===== src/rtl/dotmatrix_pkg.sv =====
// Shared types, pin map and row-select decode for the dot-matrix link capture model.
// Included by dm_strobe_sync and dotmatrix_capture.
package dotmatrix_pkg;

    localparam int DM_ROWS = 16;
    localparam int DM_COLS = 16;

    typedef logic [DM_COLS-1:0] dm_row_t;
    typedef logic [3:0]         dm_idx_t;

    // Link pins in bus order. The strobes deliver rising-edge events and the
    // data lines deliver their sampled level.
    typedef struct packed {
        logic le;
        logic csdi;
        logic cclk;
        logic rsdi;
        logic rclk;
    } dm_pins_t;

    localparam dm_pins_t DM_EDGE_PINS = '{le: 1'b1, csdi: 1'b0, cclk: 1'b1, rsdi: 1'b0, rclk: 1'b1};

    typedef struct packed {
        logic    valid;
        dm_idx_t idx;
    } dm_rowsel_t;

    // Position of the single zero bit; valid only when exactly one bit is zero.
    function automatic dm_rowsel_t onehot0_index(input dm_row_t vec);
        dm_rowsel_t sel;
        int         zeros;
        sel   = '0;
        zeros = 0;
        for (int i = 0; i < DM_ROWS; i++) begin
            if (!vec[i]) begin
                zeros++;
                sel.idx = dm_idx_t'(i);
            end
        end
        sel.valid = (zeros == 1);
        return sel;
    endfunction

endpackage


===== src/rtl/dm_strobe_sync.sv =====
// Input conditioning for the link pins: optional synchroniser chain, sample stage q1,
// history stage q2. Strobe lanes output q1 & ~q2, data lanes output q1.
module dm_strobe_sync #(
    parameter int               WIDTH       = 5,
    parameter int               SYNC_STAGES = 0,
    parameter logic [WIDTH-1:0] EDGE_MASK   = '1
) (
    input  logic             clk,
    input  logic             reset,
    input  logic [WIDTH-1:0] din,
    output logic [WIDTH-1:0] evt
);

    logic [WIDTH-1:0] staged;
    logic [WIDTH-1:0] q1_q, q1_d;
    logic [WIDTH-1:0] q2_q, q2_d;

    generate
        if (SYNC_STAGES > 0) begin : g_sync
            logic [WIDTH-1:0] sync_q [SYNC_STAGES];
            logic [WIDTH-1:0] sync_d [SYNC_STAGES];

            always_comb begin
                sync_d[0] = din;
                for (int i = 1; i < SYNC_STAGES; i++) begin
                    sync_d[i] = sync_q[i-1];
                end
            end

            always_ff @(posedge clk or posedge reset) begin
                if (reset) begin
                    for (int i = 0; i < SYNC_STAGES; i++) begin
                        sync_q[i] <= '0;
                    end
                end else begin
                    for (int i = 0; i < SYNC_STAGES; i++) begin
                        sync_q[i] <= sync_d[i];
                    end
                end
            end

            assign staged = sync_q[SYNC_STAGES-1];
        end else begin : g_nosync
            assign staged = din;
        end
    endgenerate

    always_comb begin
        q1_d = staged;
        q2_d = q1_q;
    end

    // NOTE: sequential state is updated with non-blocking assignments only, so every
    // flop samples the pre-edge value of its neighbours regardless of statement order.
    always_ff @(posedge clk or posedge reset) begin
        if (reset) begin
            q1_q <= '0;
            q2_q <= '0;
        end else begin
            q1_q <= q1_d;
            q2_q <= q2_d;
        end
    end

    // Data lanes come from the same q1 stage as the strobes, keeping them aligned.
    assign evt = (EDGE_MASK & q1_q & ~q2_q) | (~EDGE_MASK & q1_q);

endmodule


===== src/rtl/dotmatrix_capture.sv =====
// Receiving end of the 16x16 dot-matrix serial link: rebuilds the displayed image.
// Optional macro DOTMATRIX_ROWSWAP_EN: write index becomes active_row ^ 1.
module dotmatrix_capture
    import dotmatrix_pkg::*;
#(
    parameter int SYNC_STAGES = 0
) (
    input  logic        clk,
    input  logic        reset,
    input  logic        rclk,
    input  logic        rsdi,
    input  logic        cclk,
    input  logic        csdi,
    input  logic        le,
    input  logic        oeb,
    input  logic [3:0]  rd_row,
    output logic [15:0] rd_data,
    output logic        frame_done,
    output logic        row_err
);

    dm_pins_t   pins_raw;
    dm_pins_t   pins_evt;
    dm_rowsel_t row_sel;
    dm_idx_t    wr_idx;

    dm_row_t col_sr_q, col_sr_d;
    dm_row_t row_sr_q, row_sr_d;
    dm_row_t fb_q [DM_ROWS];
    dm_row_t fb_d [DM_ROWS];
    logic    row_err_q, row_err_d;
    logic    frame_done_q, frame_done_d;

    assign pins_raw = {le, csdi, cclk, rsdi, rclk};

    dm_strobe_sync #(
        .WIDTH      ($bits(dm_pins_t)),
        .SYNC_STAGES(SYNC_STAGES),
        .EDGE_MASK  (DM_EDGE_PINS)
    ) u_sync (
        .clk  (clk),
        .reset(reset),
        .din  (pins_raw),
        .evt  (pins_evt)
    );

    assign row_sel = onehot0_index(row_sr_q);

`ifdef DOTMATRIX_ROWSWAP_EN
    assign wr_idx = row_sel.idx ^ 4'd1;
`else
    assign wr_idx = row_sel.idx;
`endif

    // The latch reads col_sr_q/row_sr_q, so a shift in the same cycle lands after it.
    always_comb begin
        col_sr_d     = col_sr_q;
        row_sr_d     = row_sr_q;
        fb_d         = fb_q;
        row_err_d    = row_err_q;
        frame_done_d = 1'b0;

        if (pins_evt.cclk) begin
            col_sr_d = {col_sr_q[DM_COLS-2:0], pins_evt.csdi};
        end
        if (pins_evt.rclk) begin
            row_sr_d = {row_sr_q[DM_ROWS-2:0], pins_evt.rsdi};
        end
        if (pins_evt.le) begin
            if (row_sel.valid) begin
                fb_d[wr_idx] = oeb ? '0 : col_sr_q;
                frame_done_d = (row_sel.idx == 4'd15);
            end else begin
                row_err_d = 1'b1;
            end
        end
    end

    // NOTE: the framebuffer is built from flops with an asynchronous reset so that
    // reset blanks every row at once; a RAM-based store could not be cleared this way.
    always_ff @(posedge clk or posedge reset) begin
        if (reset) begin
            col_sr_q     <= '0;
            row_sr_q     <= '1;
            row_err_q    <= 1'b0;
            frame_done_q <= 1'b0;
            for (int r = 0; r < DM_ROWS; r++) begin
                fb_q[r] <= '0;
            end
        end else begin
            col_sr_q     <= col_sr_d;
            row_sr_q     <= row_sr_d;
            row_err_q    <= row_err_d;
            frame_done_q <= frame_done_d;
            for (int r = 0; r < DM_ROWS; r++) begin
                fb_q[r] <= fb_d[r];
            end
        end
    end

    assign rd_data    = fb_q[rd_row];
    assign frame_done = frame_done_q;
    assign row_err    = row_err_q;

endmodule


===== config.mk =====
export PLATFORM = sky130hd
export DESIGN_NAME = dotmatrix_capture
export DESIGN_NICKNAME = d
export VERILOG_FILES = /design/src/rtl/dotmatrix_pkg.sv /design/src/rtl/dm_strobe_sync.sv /design/src/rtl/dotmatrix_capture.sv
export SDC_FILE = /design/constraint.sdc
export NUM_CORES = 1
export LEC_CHECK = 0
export CAP_MARGIN = 10
export CELL_PAD_IN_SITES_DETAIL_PLACEMENT = 0
export CELL_PAD_IN_SITES_GLOBAL_PLACEMENT = 2
export CORE_MARGIN = 2
export CORE_UTILIZATION = 42
export CTS_BUF_LIST = sky130_fd_sc_hd__clkbuf_16
export CTS_CLUSTER_DIAMETER = 40
export DETAILED_ROUTE_END_ITERATION = 8
export MAX_ROUTING_LAYER = met4
export PLACE_DENSITY = 0.73
export SLEW_MARGIN = 20
export SYNTH_ARGS = -nofsm -noshare
export SYNTH_HDL_FRONTEND = slang
export SYNTH_HIERARCHICAL = 1
export SYNTH_SLANG_ARGS = --single-unit

===== constraint.sdc =====
create_clock -name clk -period 9.68 [get_ports clk]
set_clock_uncertainty 0.05 [all_clocks]
set_input_delay 0.968 -clock clk [delete_from_list [all_inputs] [get_ports clk]]
set_output_delay 0.968 -clock clk [all_outputs]
set_load 0.005 [all_outputs]

==> metrics.yaml, run 1 <==
synth_area_per_cell_sq_um: 14.4
ant_nets: 0
worst_pin_slew_ns: 1.11
die_width_microns: 199
cp-start-kind: "flip-flop"
status: "finished clean"
die_area_sq_um: 39600
io_pins: 30
fin_nets: 1249
r2r_slack_ns: 0.02
drc: 0
grt_start_max_net_pins: 165
place_hpwl_mm: 23.3
worstSetupEndpointType: "flip-flop"
ys_warn_count: 6
crit_type: "flip-flop to flip-flop"
slew_violations: 0
required_ns: 10.04
async_reset_ff_share_pct: 100
fillerInstances: 3148
insertion_delay_ns: 0.53
core_area_sq_um: 37600
hold_class: "flip-flop to flip-flop"
final_cells: 1767
die_h_microns: 199
place_area_sq_um: 17200
cap_violations: 0
netlist_top_cells_count: "282 x dfrtp_1, 223 x mux2_2, 81 x mux4_2"
antenna_found_initial: 0
slew_headroom_pct: 25.9
yosysSeqAreaShare_pct: 46.8
grt_pass1_vias: 10000
gp_congestion: 0.767
syn_to_final_growth_pct: 23.3
setup_viol: 0
drtIter0Drc: 535
drt_first_pass_iters: 4
synth_flop_cell: "dfrtp_1"
cpPeakStageDelay_ns: 0.55
dp_cells: 1625
cp_slowest_cell: "dfstp_2"
viasPerCell: 5.46
cp_max_fo: 8
synthesis.instances: 1111
critPathArrivalTime_ns: 10.02
drive_above_1_share_pct: 52.5
synth.top_cell.area_share_pct: 44.1
num_antenna_cells: 0
clkSinkCount: 298
drt-total-wl_mm: 38.3
timing.fmax_mhz: 104
critPathMostFrequentCell: "buf_4"
synth_top_cells_by_area: "dfrtp_1 44%, mux2_2 16%, mux4_2 11%, mux2_4 5.6%, dfstp_2 2.6%"
ys_seq_elements: 298
grt_overflow: 0
hold_viol_final: 0
grt_usage_pct: 20.4
multiInputGateArea_sq_um: 8600
period_share_pct: 99.8
cts_tree: "done"
synth_edf_count: 0
yosysTopAreaCell: "dfrtp_1"
fin_crit_ns: 9.66
rows: 71
synthesis.nets: 1138
cts_buffers: 44
stdcell_area_sq_um: 19700
cts-root-buf: "clkbuf_16"
start_util_pct: 42.6
yosysMostFrequentCell: "dfrtp_1"
synth_cell_types: 79
rsz0062_at_grt: "true"
h-tree-depth: 2
cts.clk_slew.worst_paths_ns: 0.06
numPortBuffers: 29
ctsHoldBuffers: 0
vias: 9649
routedWlPerCell_microns: 21.7
synth_area_sq_um: 16000
final.setup.tns_ns: 0
grt_pass1_wl_mm: 60.1
seq_area_sq_um: 7480
cts-root-to-sink-buffers: 3
==> cells in the final DEF, fill, tap and decap left out, drive strengths merged, types with 19 or more instances in the layout <==
master,count
inv,27
nor2b,38
mux4,81
clkdlybuf4s50,26
dfrtp,282
nand2,50
o21ai,29
nor2,19
clkbuf,46
buf,113
xnor2,32
mux2,283
==> sequential cells by signal, indices dropped and copies added, names as in the netlist <==
signal and flops:
u_sync/q2_q 3, frame_done 1, u_sync/q1_q 5, row_err 1, col_sr_q 16, row_sr_q 16, fb_q 256
==> per-stage QoR <==
step	hold WS (ns)	utilization [%]	setup WS, ns
final	0.327	52.5	0.0204
after detailed placement	0.322	45.8	-0.207
after floorplan	0.304	-	0.0312
after CTS	0.330	51.0	0.00933
after global placement	0.318	45.8	-0.144
after global routing	0.341	52.5	-0.438
==> layer usage <==
metal  GRT usage, %  wire length, microns  vias up
met3           2.78                  1270       55
li1               -                     -     4353
met2           32.1                 18400      145
met4           4.73                   769        0
met5              -                     0        -
met1           28.4                 17900     5096
==> cells by family after synthesis <==
| kind of cell | Yosys count | share of synthesized area (%) |
|---|---|---|
| multiplexers | 373 | 33.3 |
| flip-flops | 298 | 46.8 |
| AND/OR/NAND/NOR | 184 | 7.33 |
| AO/OA/AOI/OAI | 98 | 4.37 |
| buffers and inverters | 90 | 2.68 |
| XOR/XNOR | 53 | 4.38 |
| adder cells (fa/ha/maj) | 15 | 1.17 |
==> timing repair <==
| item | CTS | global route |
|---|---|---|
| hold endpoints to repair | 0 | 0 |
| gates cloned | 2 | 2 |
| resized for setup | 19 | 85 |
| pin swaps | 3 | 31 |
| setup buffers | 40 | 22 |
| setup endpoints to repair | 256 | 258 |
==> area by class of cell <==
cell class                      instances  area share, %
Clock buffer                           44           5.58
Sequential cell                       298           37.9
Tap cell                              511           3.24
Inverter                               14          0.317
Clock inverter                         36           1.88
Multi-Input combinational cell        723           43.6
Timing Repair Buffer                  141           7.46
==> worst paths after layout <==
path                           startpoint  cells past startpoint        endpoint
max in group asynchronous           reset                      3       fb_q[187]
hold / removal             u_sync/q1_q[2]                      0  u_sync/q2_q[2]
hold reg to reg            u_sync/q1_q[2]                      0  u_sync/q2_q[2]
setup / recovery              row_sr_q[1]                     54        fb_q[94]
min in group asynchronous           reset                      2  u_sync/q2_q[2]
setup reg to reg              row_sr_q[1]                     54        fb_q[94]
==> critical path: cells and delay by family, from the launching register on <==
| family | cells | cell delay, ns |
|---|---|---|
| buffers and inverters | 23 | 2.89 |
| AND/OR/NAND/NOR | 11 | 1.47 |
| multiplexers | 4 | 1.25 |
| AO/OA/AOI/OAI | 7 | 1.06 |
| flip-flops | 1 | 0.55 |
| adder cells (fa/ha/maj) | 7 | 1.73 |
| XOR/XNOR | 2 | 0.52 |
Power of run 1 is not shown: default switching activity piles up to over one toggle a cycle in this logic, so the estimate is an artifact.
==> run 2: changes to the inputs <==
--- a/config.mk
+++ b/config.mk
@@ -8,13 +8,13 @@
 export CAP_MARGIN = 10
 export CELL_PAD_IN_SITES_DETAIL_PLACEMENT = 0
 export CELL_PAD_IN_SITES_GLOBAL_PLACEMENT = 2
-export CORE_MARGIN = 2
+export CORE_MARGIN = 1
 export CORE_UTILIZATION = 42
 export CTS_BUF_LIST = sky130_fd_sc_hd__clkbuf_16
 export CTS_CLUSTER_DIAMETER = 40
 export DETAILED_ROUTE_END_ITERATION = 8
 export MAX_ROUTING_LAYER = met4
-export PLACE_DENSITY = 0.73
+export PLACE_DENSITY = 0.89
 export SLEW_MARGIN = 20
 export SYNTH_ARGS = -nofsm -noshare
 export SYNTH_HDL_FRONTEND = slang
==> metrics.yaml, run 2 (same netlist as run 1, synthesis figures left out) <==
place_hpwl_mm: 21.9  # -6.2%
rows: 71  # unchanged
cp_max_fo: 8  # unchanged
status: "finished clean"
hold_class: "flip-flop to flip-flop"
top_regs: "fb_q: 256 flops, col_sr_q: 16 flops, row_sr_q: 16 flops"
period_share_pct: 98.1  # -1.7 points
drtIter0Drc: 710  # +33%
critPathMostFrequentCell: "ha_4"
drive_above_1_share_pct: 53.3  # +0.88 points
grt_pass1_wl_mm: 58.4  # -2.8%
place_area_sq_um: 17200  # about the same
syn_to_final_growth_pct: 23.0
num_antenna_cells: 0  # unchanged
io_pins: 30  # unchanged
die_area_sq_um: 38900  # -2.0%
grt_pass1_vias: 10200  # +1.3%
slew_headroom_pct: 22.3  # -3.6 points
rsz0062_at_grt: "true"
timing.fmax_mhz: 105  # +1.7%
drc: 0  # unchanged
cts.clk_slew.worst_paths_ns: 0.06  # about the same
required_ns: 10.03  # about the same
largest-register: "fb_q"
insertion_delay_ns: 0.52  # about the same
cts-root-to-sink-buffers: 3  # unchanged
largest_register_ffs: 256  # unchanged
fin_crit_ns: 9.50  # -0.162 ns
fin_nets: 1243  # -0.48%
cts-root-buf: "clkbuf_16"
grt_usage_pct: 20.0  # -0.44 points
clkSinkCount: 298  # unchanged
ctsHoldBuffers: 0  # unchanged
viasPerCell: 5.57  # +2.0%
routedWlPerCell_microns: 21.4  # -1.2%
cp-start-kind: "flip-flop"
slew_violations: 0  # unchanged
drt_first_pass_iters: 4  # unchanged
stdcell_area_sq_um: 19700  # -0.25%
vias: 9759  # +1.1%
gp_congestion: 0.777  # +1.2%
grt_start_max_net_pins: 154  # -6.7%
antenna_found_initial: 0  # unchanged
final_cell_mix: "282 x dfrtp_1, 157 x mux2_2, 126 x mux2_4, 85 x buf_4, 81 x mux4_2"
critPathArrivalTime_ns: 9.84  # -0.18 ns
cpPeakStageDelay_ns: 0.55  # about the same
h-tree-depth: 2  # unchanged
cp_slowest_cell: "dfstp_2"
hold_viol_final: 0  # unchanged
start_util_pct: 42.6  # unchanged
die_h_microns: 197  # -1.0%
ant_nets: 0  # unchanged
die_width_microns: 197  # -1.0%
worstSetupEndpointType: "flip-flop"
worst_pin_slew_ns: 1.16  # +0.0535 ns
cts_tree: "done"
final_cells: 1752  # -0.85%
cts_buffers: 38  # -14%
cap_violations: 0  # unchanged
grt_overflow: 0  # unchanged
dp_cells: 1623  # -0.12%
drt-total-wl_mm: 37.5  # -2.1%
crit_type: "flip-flop to flip-flop"
setup_viol: 0  # unchanged
core_area_sq_um: 37600  # unchanged
numPortBuffers: 29  # unchanged
final_common_cell: "dfrtp_1"
-- run 2: cell types whose count changed in the layout (fill, tap and decap cells not counted), moves of 3 or more --
cell       previous run  this run
mux2_2              184       157
mux2_4               99       126
buf_6                17         5
buf_4                75        85
nor2b_1              28        24
nor2b_2               4         8
bufinv_16             5         2
clkbuf_16            46        43
-- run 2: through the flow --
stage	util (%)	hold WS, ns	TNS [ns]	worst slack, ns
2_1_floorplan	-	0.304	0	0.0312
3_3_place_gp	45.8	0.317	-0.253	-0.0505
3_5_place_dp	45.8	0.320	-18.71	-0.235
4_1_cts	50.3	0.338	-0.0565	-0.00951
5_1_grt	52.3	0.348	-19.85	-0.209
6_report	52.3	0.331	0	0.182
-- run 2: final timing paths --
kind | endpoint | startpoint | cells past startpoint | slack [ns]
worst min register to register | u_sync/q2_q[0] | u_sync/q1_q[0] | 0 | 0.33
max in group asynchronous | fb_q[91] | reset | 3 | 7.38
worst max register to register | fb_q[15] | row_sr_q[0] | 52 | 0.18
min in group asynchronous | u_sync/q1_q[1] | reset | 2 | 0.90
worst max-delay path | fb_q[15] | row_sr_q[0] | 52 | 0.18
worst min-delay path | u_sync/q2_q[0] | u_sync/q1_q[0] | 0 | 0.33
-- run 2: critical path, delay by kind of cell, from the launching register on --
family,cells,cell delay [ns]
adder cells (fa/ha/maj),14,3.67
flip-flops,1,0.55
buffers and inverters,5,0.55
AND/OR/NAND/NOR,23,2.69
multiplexers,3,0.74
AO/OA/AOI/OAI,7,1.11
-- run 2: timing repair --
item,4_1_cts,5_1_grt
endpoints found under the setup margin,144,258
resized for setup,30,127
gates cloned,1,5
pin swaps,20,35
buffers inserted,40,22
-- run 2: cell type report --
| class | instances | area [sq um] |
|---|---|---|
| Fill cell | 3019 | 17900 |
| Clock buffer | 39 | 976 |
| Tap cell | 511 | 639 |
| Clock inverter | 26 | 213 |
| Sequential cell | 298 | 7480 |
| Inverter | 14 | 67.6 |
| Timing Repair Buffer | 141 | 1450 |
| Multi-Input combinational cell | 723 | 8850 |
-- run 2: layer usage --
| metal | part of all wire (%) | vias up | wire [microns] | GRT usage (%) |
|---|---|---|---|---|
| met2 | 48 | 163 | 18200 | 31.6 |
| li1 | - | 4342 | - | - |
| met5 | 0 | - | 0 | - |
| met3 | 3.8 | 66 | 1440 | 2.54 |
| met1 | 45 | 5188 | 17000 | 27.1 |
| met4 | 2.5 | 0 | 943 | 5.74 |
Power of run 2 is left out for the same reason.
==> run 3: changes to the inputs <==
--- a/config.mk
+++ b/config.mk
@@ -8,7 +8,7 @@
 export CAP_MARGIN = 10
 export CELL_PAD_IN_SITES_DETAIL_PLACEMENT = 0
 export CELL_PAD_IN_SITES_GLOBAL_PLACEMENT = 2
-export CORE_MARGIN = 1
+export CORE_MARGIN = 8
 export CORE_UTILIZATION = 42
 export CTS_BUF_LIST = sky130_fd_sc_hd__clkbuf_16
 export CTS_CLUSTER_DIAMETER = 40
==> metrics.yaml, run 3 (same netlist as run 1, synthesis figures left out) <==
die_width_microns: 211  # +7.1%
drc: 0  # unchanged
start_util_pct: 42.6  # unchanged
crit_buf_inv: 5  # unchanged
multiInputGateArea_sq_um: 8850  # unchanged
worstHoldStart: "u_sync/q1_q[0]"
gp_congestion: 0.770  # -0.79%
core_area_sq_um: 37600  # unchanged
r2r_cells: 53  # +1.9%
drtIter0Drc: 598  # -16%
drt_first_pass_iters: 5  # +1
die_h_microns: 211  # +7.1%
period_share_pct: 98.4  # +0.25 points
timing.fmax_mhz: 105  # -0.25%
rows: 71  # unchanged
cpPeakStageDelay_ns: 0.55  # about the same
hold_viol_final: 0  # unchanged
grt_pass1_wl_mm: 60.6  # +3.9%
crit_type: "flip-flop to flip-flop"
viasPerCell: 5.62  # +0.84%
cts.clk_slew.worst_paths_ns: 0.06  # about the same
grt_overflow: 0  # unchanged
worstSetupEndpointType: "flip-flop"
status: "finished clean"
place_hpwl_mm: 23.4  # +7.2%
hold_ws_ns: 0.327  # -0.00354 ns
largest-register: "fb_q"
final_cells: 1745  # -0.40%
drive_above_1_share_pct: 52.8  # -0.59 points
fin_crit_ns: 9.52  # +0.0241 ns
ant_nets: 0  # unchanged
antenna_found_initial: 0  # unchanged
slew_headroom_pct: 23.5  # +1.1 points
required_ns: 10.04  # about the same
grt_start_max_net_pins: 175  # +14%
cts-root-to-sink-buffers: 3  # unchanged
critPathMostFrequentCell: "ha_4"
cp_max_fo: 8  # unchanged
utilization_pct: 52.8  # +0.49 points
largest_register_ffs: 256  # unchanged
io_pins: 30  # unchanged
routedWlPerCell_microns: 22.8  # +6.2%
cp_slowest_cell: "dfstp_2"
vias: 9802  # +0.44%
worst_pin_slew_ns: 1.15  # -0.0166 ns
fin_nets: 1235  # -0.64%
drt-total-wl_mm: 39.7  # +5.8%
slew_violations: 0  # unchanged
setup_viol: 0  # unchanged
hold_class: "flip-flop to flip-flop"
whs_path_depth: 0  # unchanged
seq_area_sq_um: 7480  # unchanged
cts_buffers: 37  # -2.6%
dp_cells: 1629  # +0.37%
min_to: "u_sync/q2_q[0]"
die_area_sq_um: 44600  # +15%
critPathArrivalTime_ns: 9.89  # +0.05 ns
grt_usage_pct: 17.8  # -2.2 points
final_common_cell: "dfrtp_1"
cts_tree: "done"
h-tree-depth: 2  # unchanged
top_regs: "fb_q: 256 flops, col_sr_q: 16 flops, row_sr_q: 16 flops"
cts-root-buf: "clkbuf_16"
clkSinkCount: 298  # unchanged
grt_pass1_vias: 10200  # +0.32%
final_cell_mix: "282 x dfrtp_1, 161 x mux2_2, 122 x mux2_4, 81 x mux4_2, 55 x buf_4"
fillerInstances: 3003  # -0.53%
syn_to_final_growth_pct: 24.2
critical_path.top_delay_family: "adder cells"
timing.rr.start: "row_sr_q[0]"
num_antenna_cells: 0  # unchanged
timing.rr.end: "fb_q[110]"
cp-start-kind: "flip-flop"
rsz0062_at_grt: "true"
insertion_delay_ns: 0.54  # +0.02 ns
r2r_slack_ns: 0.16  # -0.02 ns
cap_violations: 0  # unchanged
numPortBuffers: 29  # unchanged
-- run 3: worst max path at each step --
stage | slack, ns | startpoint | cells past startpoint | to
floorplan | 0.03 | row_sr_q[1] | 51 | fb_q[32]
global placement | -0.20 | row_sr_q[0] | 52 | fb_q[118]
detailed placement | -0.32 | row_sr_q[0] | 52 | fb_q[118]
CTS | -0.006 | row_sr_q[0] | 52 | fb_q[78]
global route | -0.24 | row_sr_q[0] | 53 | fb_q[110]
finish | 0.16 | row_sr_q[0] | 53 | fb_q[110]
-- run 3: what timing repair did --
| item | CTS | global route |
|---|---|---|
| resized for setup | 34 | 140 |
| setup buffers | 22 | 21 |
| hold buffers | 0 | 0 |
| cloned | 1 | 10 |
| endpoints found under the setup margin | 190 | 258 |
| pin swaps | 21 | 38 |
-- run 3: worst reg2reg max path: cells and delay by family (launching register included) --
kind | cells | cell delay (ns)
AND/OR/NAND/NOR | 21 | 2.18
multiplexers | 4 | 1.04
buffers and inverters | 5 | 0.67
XOR/XNOR | 2 | 0.39
flip-flops | 1 | 0.55
AO/OA/AOI/OAI | 8 | 1.31
adder cells (fa/ha/maj) | 13 | 3.20
-- run 3: final cells by class --
class / instances / area share [%]
inverter: 14 / 0.315
clock buffer: 38 / 4.79
timing repair buffer: 134 / 8.16
multi-input combinational: 723 / 44.6
sequential: 298 / 37.7
clock inverter: 27 / 1.27
tap: 511 / 3.22
-- run 3: per-layer routing --
| layer | up-vias | share of wire (%) | track usage (%) | wire length, microns |
|---|---|---|---|---|
| met5 | - | 0 | - | 0 |
| met3 | 67 | 3.8 | 2.42 | 1520 |
| met2 | 198 | 48 | 27.9 | 19100 |
| met4 | 0 | 2.4 | 4.71 | 969 |
| met1 | 5224 | 46 | 24.1 | 18100 |
| li1 | 4313 | - | - | - |
-- run 3: through the flow --
stage,area (sq um),worst slack (ns),TNS (ns)
after floorplan,16100,0.0312,0
after global placement,17300,-0.195,-10.02
after detailed placement,17300,-0.323,-31.85
after CTS,18900,-0.00553,-0.00672
after global routing,19900,-0.235,-26.92
final,19900,0.158,0
Power of run 3 is left out for the same reason.
